--- src/rtl/rv32m_pkg.sv ---
// Shared constants for the RV32M multiply/divide unit: operand width, funct3 codes, FSM states.
package rv32m_pkg;

    localparam int unsigned XLEN = 32;

    localparam logic [2:0] F3_MUL    = 3'b000;
    localparam logic [2:0] F3_MULH   = 3'b001;
    localparam logic [2:0] F3_MULHSU = 3'b010;
    localparam logic [2:0] F3_MULHU  = 3'b011;
    localparam logic [2:0] F3_DIV    = 3'b100;
    localparam logic [2:0] F3_DIVU   = 3'b101;
    localparam logic [2:0] F3_REM    = 3'b110;
    localparam logic [2:0] F3_REMU   = 3'b111;

    typedef enum logic [1:0] {
        ST_IDLE = 2'd0,
        ST_CALC = 2'd1,
        ST_DONE = 2'd2
    } state_e;

endpackage

--- src/rtl/rv32m_mdu_step.sv ---
// One iteration of the MDU datapath: shift-add multiply or restoring divide on a 64-bit accumulator.
module rv32m_mdu_step
    import rv32m_pkg::*;
(
    input  logic                is_div,
    input  logic [2*XLEN-1:0]   acc,
    input  logic [XLEN-1:0]     opb,
    output logic [2*XLEN-1:0]   acc_next
);

    logic [XLEN:0] sum;
    logic [XLEN:0] shifted;
    logic [XLEN:0] diff;

    // Divide keeps the partial remainder in acc[63:32] and the dividend/quotient in acc[31:0].
    always_comb begin
        sum     = {1'b0, acc[2*XLEN-1:XLEN]} + (acc[0] ? {1'b0, opb} : {(XLEN+1){1'b0}});
        shifted = {acc[2*XLEN-1:XLEN], acc[XLEN-1]};
        diff    = shifted - {1'b0, opb};
        if (is_div) begin
            if (diff[XLEN]) begin
                acc_next = {shifted[XLEN-1:0], acc[XLEN-2:0], 1'b0};
            end else begin
                acc_next = {diff[XLEN-1:0], acc[XLEN-2:0], 1'b1};
            end
        end else begin
            acc_next = {sum, acc[XLEN-1:1]};
        end
    end

endmodule

--- src/rtl/rv32m_mdu.sv ---
// Iterative RV32M multiply/divide unit: 32-cycle FSM with sign handling and regfile writeback pulse.
module rv32m_mdu #(
    parameter int unsigned XLEN  = 32,
    parameter int unsigned CNT_W = 5
) (
    input  logic             clk,
    input  logic             rst,
    input  logic             start,
    input  logic [2:0]       funct3,
    input  logic [XLEN-1:0]  rs1_val,
    input  logic [XLEN-1:0]  rs2_val,
    input  logic [4:0]       rd_addr,
    output logic             busy,
    output logic             done,
    output logic             wb_we,
    output logic [4:0]       wb_addr,
    output logic [XLEN-1:0]  wb_data
);
    import rv32m_pkg::*;

    state_e            state;
    logic [CNT_W-1:0]  cnt_q;
    logic [2:0]        f3_q;
    logic [4:0]        rd_q;
    logic              neg_q;
    logic [XLEN-1:0]   opb_q;
    logic [2*XLEN-1:0] acc_q;
    logic [2*XLEN-1:0] step_acc;

    logic              a_signed, b_signed, a_neg, b_neg, neg_in;
    logic [XLEN-1:0]   mag_a, mag_b;
    logic              div_zero, div_ovf, fast_hit;
    logic [XLEN-1:0]   fast_data;
    logic [2*XLEN-1:0] prod;
    logic [XLEN-1:0]   quo, rem, final_res;

    rv32m_mdu_step u_step (
        .is_div   (f3_q[2]),
        .acc      (acc_q),
        .opb      (opb_q),
        .acc_next (step_acc)
    );

    always_comb begin
        a_signed = (funct3 == F3_MUL) || (funct3 == F3_MULH) || (funct3 == F3_MULHSU)
                || (funct3 == F3_DIV) || (funct3 == F3_REM);
        b_signed = (funct3 == F3_MUL) || (funct3 == F3_MULH)
                || (funct3 == F3_DIV) || (funct3 == F3_REM);
        a_neg    = a_signed & rs1_val[XLEN-1];
        b_neg    = b_signed & rs2_val[XLEN-1];
        mag_a    = a_neg ? -rs1_val : rs1_val;
        mag_b    = b_neg ? -rs2_val : rs2_val;
        // Remainder takes the dividend's sign; everything else the XOR of operand signs.
        neg_in   = (funct3 == F3_REM) ? a_neg : (a_neg ^ b_neg);

        div_zero = funct3[2] && (rs2_val == '0);
        div_ovf  = ((funct3 == F3_DIV) || (funct3 == F3_REM))
                && (rs1_val == {1'b1, {(XLEN-1){1'b0}}}) && (rs2_val == '1);
        fast_hit = div_zero | div_ovf;
        if (div_zero) begin
            fast_data = funct3[1] ? rs1_val : '1;
        end else begin
            fast_data = funct3[1] ? '0 : rs1_val;
        end

        prod = neg_q ? -step_acc : step_acc;
        quo  = neg_q ? -step_acc[XLEN-1:0] : step_acc[XLEN-1:0];
        rem  = neg_q ? -step_acc[2*XLEN-1:XLEN] : step_acc[2*XLEN-1:XLEN];
        if (f3_q[2]) begin
            final_res = f3_q[1] ? rem : quo;
        end else begin
            final_res = (f3_q == F3_MUL) ? prod[XLEN-1:0] : prod[2*XLEN-1:XLEN];
        end
    end

    always_ff @(posedge clk or negedge rst) begin
        if (!rst) begin
            state   <= ST_IDLE;
            cnt_q   <= '0;
            f3_q    <= '0;
            rd_q    <= '0;
            neg_q   <= 1'b0;
            opb_q   <= '0;
            acc_q   <= '0;
            busy    <= 1'b0;
            done    <= 1'b0;
            wb_we   <= 1'b0;
            wb_addr <= '0;
            wb_data <= '0;
        end else begin
            unique case (state)
                ST_IDLE: begin
                    if (start) begin
                        f3_q  <= funct3;
                        rd_q  <= rd_addr;
                        neg_q <= neg_in;
                        opb_q <= mag_b;
                        acc_q <= {{XLEN{1'b0}}, mag_a};
                        cnt_q <= '0;
                        busy  <= 1'b1;
                        if (fast_hit) begin
                            state   <= ST_DONE;
                            done    <= 1'b1;
                            wb_we   <= (rd_addr != 5'd0);
                            wb_addr <= rd_addr;
                            wb_data <= fast_data;
                        end else begin
                            state <= ST_CALC;
                        end
                    end
                end
                ST_CALC: begin
                    acc_q <= step_acc;
                    cnt_q <= cnt_q + 1'b1;
                    if (cnt_q == CNT_W'(XLEN - 1)) begin
                        state   <= ST_DONE;
                        done    <= 1'b1;
                        wb_we   <= (rd_q != 5'd0);
                        wb_addr <= rd_q;
                        wb_data <= final_res;
                    end
                end
                ST_DONE: begin
                    state <= ST_IDLE;
                    busy  <= 1'b0;
                    done  <= 1'b0;
                    wb_we <= 1'b0;
                end
                default: state <= ST_IDLE;
            endcase
        end
    end

endmodule

--- config.mk ---
export PLATFORM = sky130hd
export DESIGN_NAME = rv32m_mdu
export DESIGN_NICKNAME = d
export VERILOG_FILES = /design/src/rtl/rv32m_pkg.sv /design/src/rtl/rv32m_mdu_step.sv /design/src/rtl/rv32m_mdu.sv
export SDC_FILE = /design/constraint.sdc
export NUM_CORES = 1
export LEC_CHECK = 0
export ABC_AREA = 0
export CORE_AREA = 2 2 196 198
export CTS_CLUSTER_DIAMETER = 120
export CTS_CLUSTER_SIZE = 14
export DETAILED_ROUTE_END_ITERATION = 7
export DIE_AREA = 0 0 198 200
export PLACE_DENSITY = 0.64
export SYNTH_ARGS = -nofsm -noshare
export SYNTH_HDL_FRONTEND = slang
export SYNTH_SLANG_ARGS = --single-unit
--- constraint.sdc ---
create_clock -name clk -period 15.4 [get_ports clk]
set_input_delay 4.62 -clock clk [delete_from_list [all_inputs] [get_ports clk]]
set_output_delay 4.62 -clock clk [all_outputs]
set_load 0.05 [all_outputs]
==> summary.txt <==
Synth Area in Adders -> 6.90%
core box area -> 37,400 sq um
WP data required -> 15.75 ns
Synth Area in Simple Gates -> 22.9%
Sum Neg Setup Slack -> 0 ns
CTS sink cnt -> 152
DRC errors left -> 0
initial antenna violation count -> 1
clock transition at the registers of the reported paths -> 0.07 ns
clk_lat worst skew -> 0.47 ns
GPL Wtd Cong -> 0.982
flops & latches, synth -> 152
WP buf/inv -> 2
CP most frequent cell -> nor3_1
# IOs -> 115
Post-synth EDFFs -> 0
CTS Root Cell -> clkbuf_16
HPWL after detailed placement -> 50.1 mm
multi-input logic area -> 12,000 sq um
NumNets Final -> 2,347
syn nets -> 2,330
die area -> 39,600 sq um
Pins Over Slew Limit -> 0
Total GRT Usage -> 33.1%
Tcrit/Tclk final -> 60.3%
fill cell count -> 3,717
cell area after layout -> 18,700 sq um
drt via density -> 6.42
CP max FO -> 27
Compound-Gate Fraction of Synth Area -> 28.6%
cts bufs inserted -> 17
H-tree levels -> 4
Port Buf Inserts -> 114
CP startpoint kind -> input port
CP max stage cell -> o21a_1
Setup Fix Bufs, Post-CTS -> 0
Clock Tree Buf Depth -> 2
skew final -> 0.0149 ns
ys async rst share -> 100%
endpoints failing hold -> 0
Critical Path End Type -> register
Starting Density -> 44.5%
GRT Residual Overflow -> 0
mux cell area share after synthesis -> 4.56%
Distinct cells, synth -> 107
first-pass GRT wire length -> 99.3 mm
post-synthesis xor/xnor area fraction -> 9.11%
Post-CTS Hold Fix Bufs -> 0
Synth area leader -> dfrtp_1
post-DR wirelength/cell -> 24.1 microns
top post-synthesis cells by area -> dfrtp_1 (23%), o21ai_0 (6.2%), nand2_1 (5.8%)
CTS resizes -> 0
drt total wl -> 65.6 mm
antenna viol nets, final -> 0
arrival time at the worst endpoint -> 9.64 ns
# rows -> 71
Synth Flop Type -> dfrtp_1
main combinational cell family by area after synthesis -> compound AO/OA/AOI/OAI gates
CTS tree -> built
Max Freq -> 0.108 GHz
Mapped Cells -> 2,178
post-synth top area share -> 22.9%
RSZ-0062 raised after global routing -> no
WS Path Type -> in -> reg
via count -> 17,400
Hold Crit Class -> reg -> reg
Placed Area -> 18,000 sq um
number of diodes -> 0
die height -> 200 microns
worst path cell trace -> clkdlybuf4s50_1 -> inv_1 -> ha_1 -> or3b_2 -> nor3_1 -> nand2_1 -> or3_1 -> nor3_1 -> a31oi_1 -> nand2b_1 -> a21boi_1 -> o21a_1 -> o21ai_0 -> o32a_1
CP max stage delay -> 0.86 ns
largest net degree at the start of global routing -> 91
max_slew headroom -> 29.9%
Min Hold Slack -> 0.489 ns
mean area per synthesized cell -> 7.64 sq um
vias in the first global route -> 16,300
Crit path max-delay family -> simple AND/OR/NAND/NOR gates
Iteration-0 DRC Markers -> 2,033
DR pass1 iterations -> 6
Slew @ Worst Pin -> 1.04 ns
status -> finished, final reports clean
share of cells above drive strength 1 -> 6.25%
min Tclk post-route -> 9.29 ns
Yosys warning total -> 0
Layout Area Growth over Synthesis -> 12.1%
Mapped Area -> 16,600 sq um
die width -> 198 microns
Max-Cap Viols -> 0
sequential share of the synthesized area -> 22.9%
register area -> 3810 sq um
setup violators final -> 0
## cell type report
class | count | area share (%)
Multi-Input combinational cell | 1821 | 64.5
Sequential cell | 152 | 20.4
Timing Repair Buffer | 134 | 6.93
Tap cell | 511 | 3.43
Clock buffer | 18 | 2.35
Inverter | 69 | 1.39
Clock inverter | 14 | 0.932
## state kept, by name, summed over array words and instances (netlist names), 2 cells and up
signal   count
acc_q       64
opb_q       32
wb_data     32
cnt_q        5
rd_q         5
wb_addr      5
f3_q         3
state        2
## layout by cell type (no fill, tap or decap), types with 65 or more instances in the layout
cell type / synthesis / final
a21oi_1: 157 / 156
nand2_1: 258 / 256
o21ai_0: 205 / 205
xor2_1: 65 / 65
dfrtp_1: 152 / 150
xnor2_1: 108 / 108
inv_1: 66 / 66
nor2_1: 177 / 177
ha_1: 75 / 74
clkdlybuf4s50_1: 0 / 113
## path summary, 6_finish.rpt
check / endpoint / from / depth (start not counted) / slack, ns
min: wb_data[3]$_DFFE_PN0P_ / wb_data[3]$_DFFE_PN0P_ / 2 / 0.49
min in group asynchronous: wb_data[15]$_DFFE_PN0P_ / rst / 1 / 4.26
max: wb_data[9]$_DFFE_PN0P_ / rs1_val[0] / 14 / 6.11
max in group asynchronous: opb_q[25]$_DFFE_PN0P_ / rst / 2 / 9.68
min reg2reg: wb_data[3]$_DFFE_PN0P_ / wb_data[3]$_DFFE_PN0P_ / 2 / 0.49
max reg2reg: wb_data[0]$_DFFE_PN0P_ / opb_q[0]$_DFFE_PN0P_ / 21 / 8.24
## worst register-to-register path, delay by kind of cell, from the launching register on
family | cells | cell delay, ns
DFF | 1 | 0.43
muxes | 1 | 0.74
and+or+nand+nor | 8 | 2.25
adders and majority gates | 3 | 1.00
AOI/OAI and AO/OA | 7 | 2.26
xor gates and xnor gates | 1 | 0.17
buffers and inverters | 1 | 0.23
## logic make-up after synthesis
logic type / after synthesis
simple gates: 770
compound gates: 713
buf+inv: 205
xor+xnor: 173
flops: 152
fa+ha+maj: 94
mux: 71
## synthesized netlist by cell type (all sizes together) (8+ instances only)
| cell | instances |
|---|---|
| and2 | 56 |
| buf | 37 |
| nor2 | 178 |
| nand4 | 31 |
| ha | 75 |
| o21ai | 211 |
| o221ai | 27 |
| dfrtp | 152 |
| a21boi | 9 |
| nand2 | 259 |
| or4 | 8 |
| xnor2 | 108 |
| nand2b | 22 |
| o31ai | 36 |
| a221oi | 9 |
| a31oi | 40 |
| inv | 67 |
| o21a | 12 |
| nor4 | 18 |
| o211ai | 21 |
| o311ai | 8 |
| a21oi | 158 |
| mux2i | 55 |
| mux2 | 15 |
| a211oi | 26 |
| clkbuf | 99 |
| o41ai | 15 |
| a21o | 24 |
| or2 | 8 |
| nand3 | 49 |
| a22o | 22 |
| maj3 | 17 |
| or3 | 30 |
| and3 | 9 |
| nor3 | 57 |
| nor2b | 14 |
| xor2 | 65 |
## stage by stage
stage / instances / setup WS (ns) / utilization [%]
CTS: 2719 / 6.24 / 49.9
detailed placement: 2687 / 5.77 / 48.2
global route: 2719 / 5.77 / 49.9
finish: 2719 / 6.11 / 49.9
floorplan: 2178 / 7.54 / -
global placement: 2687 / 6.01 / 48.2
## layer usage
layer  up-vias  part of all wire, %  GRT usage [%]
li1       8036                    -              -
met1      8407                   43           46.3
met2       881                   43           50.0
met3       123                   10           7.93
met4         0                  3.1           11.3
met5         -                    0              0
Power is not shown: default switching activity piles up to over one toggle a cycle in this logic, so the estimate is an artifact.
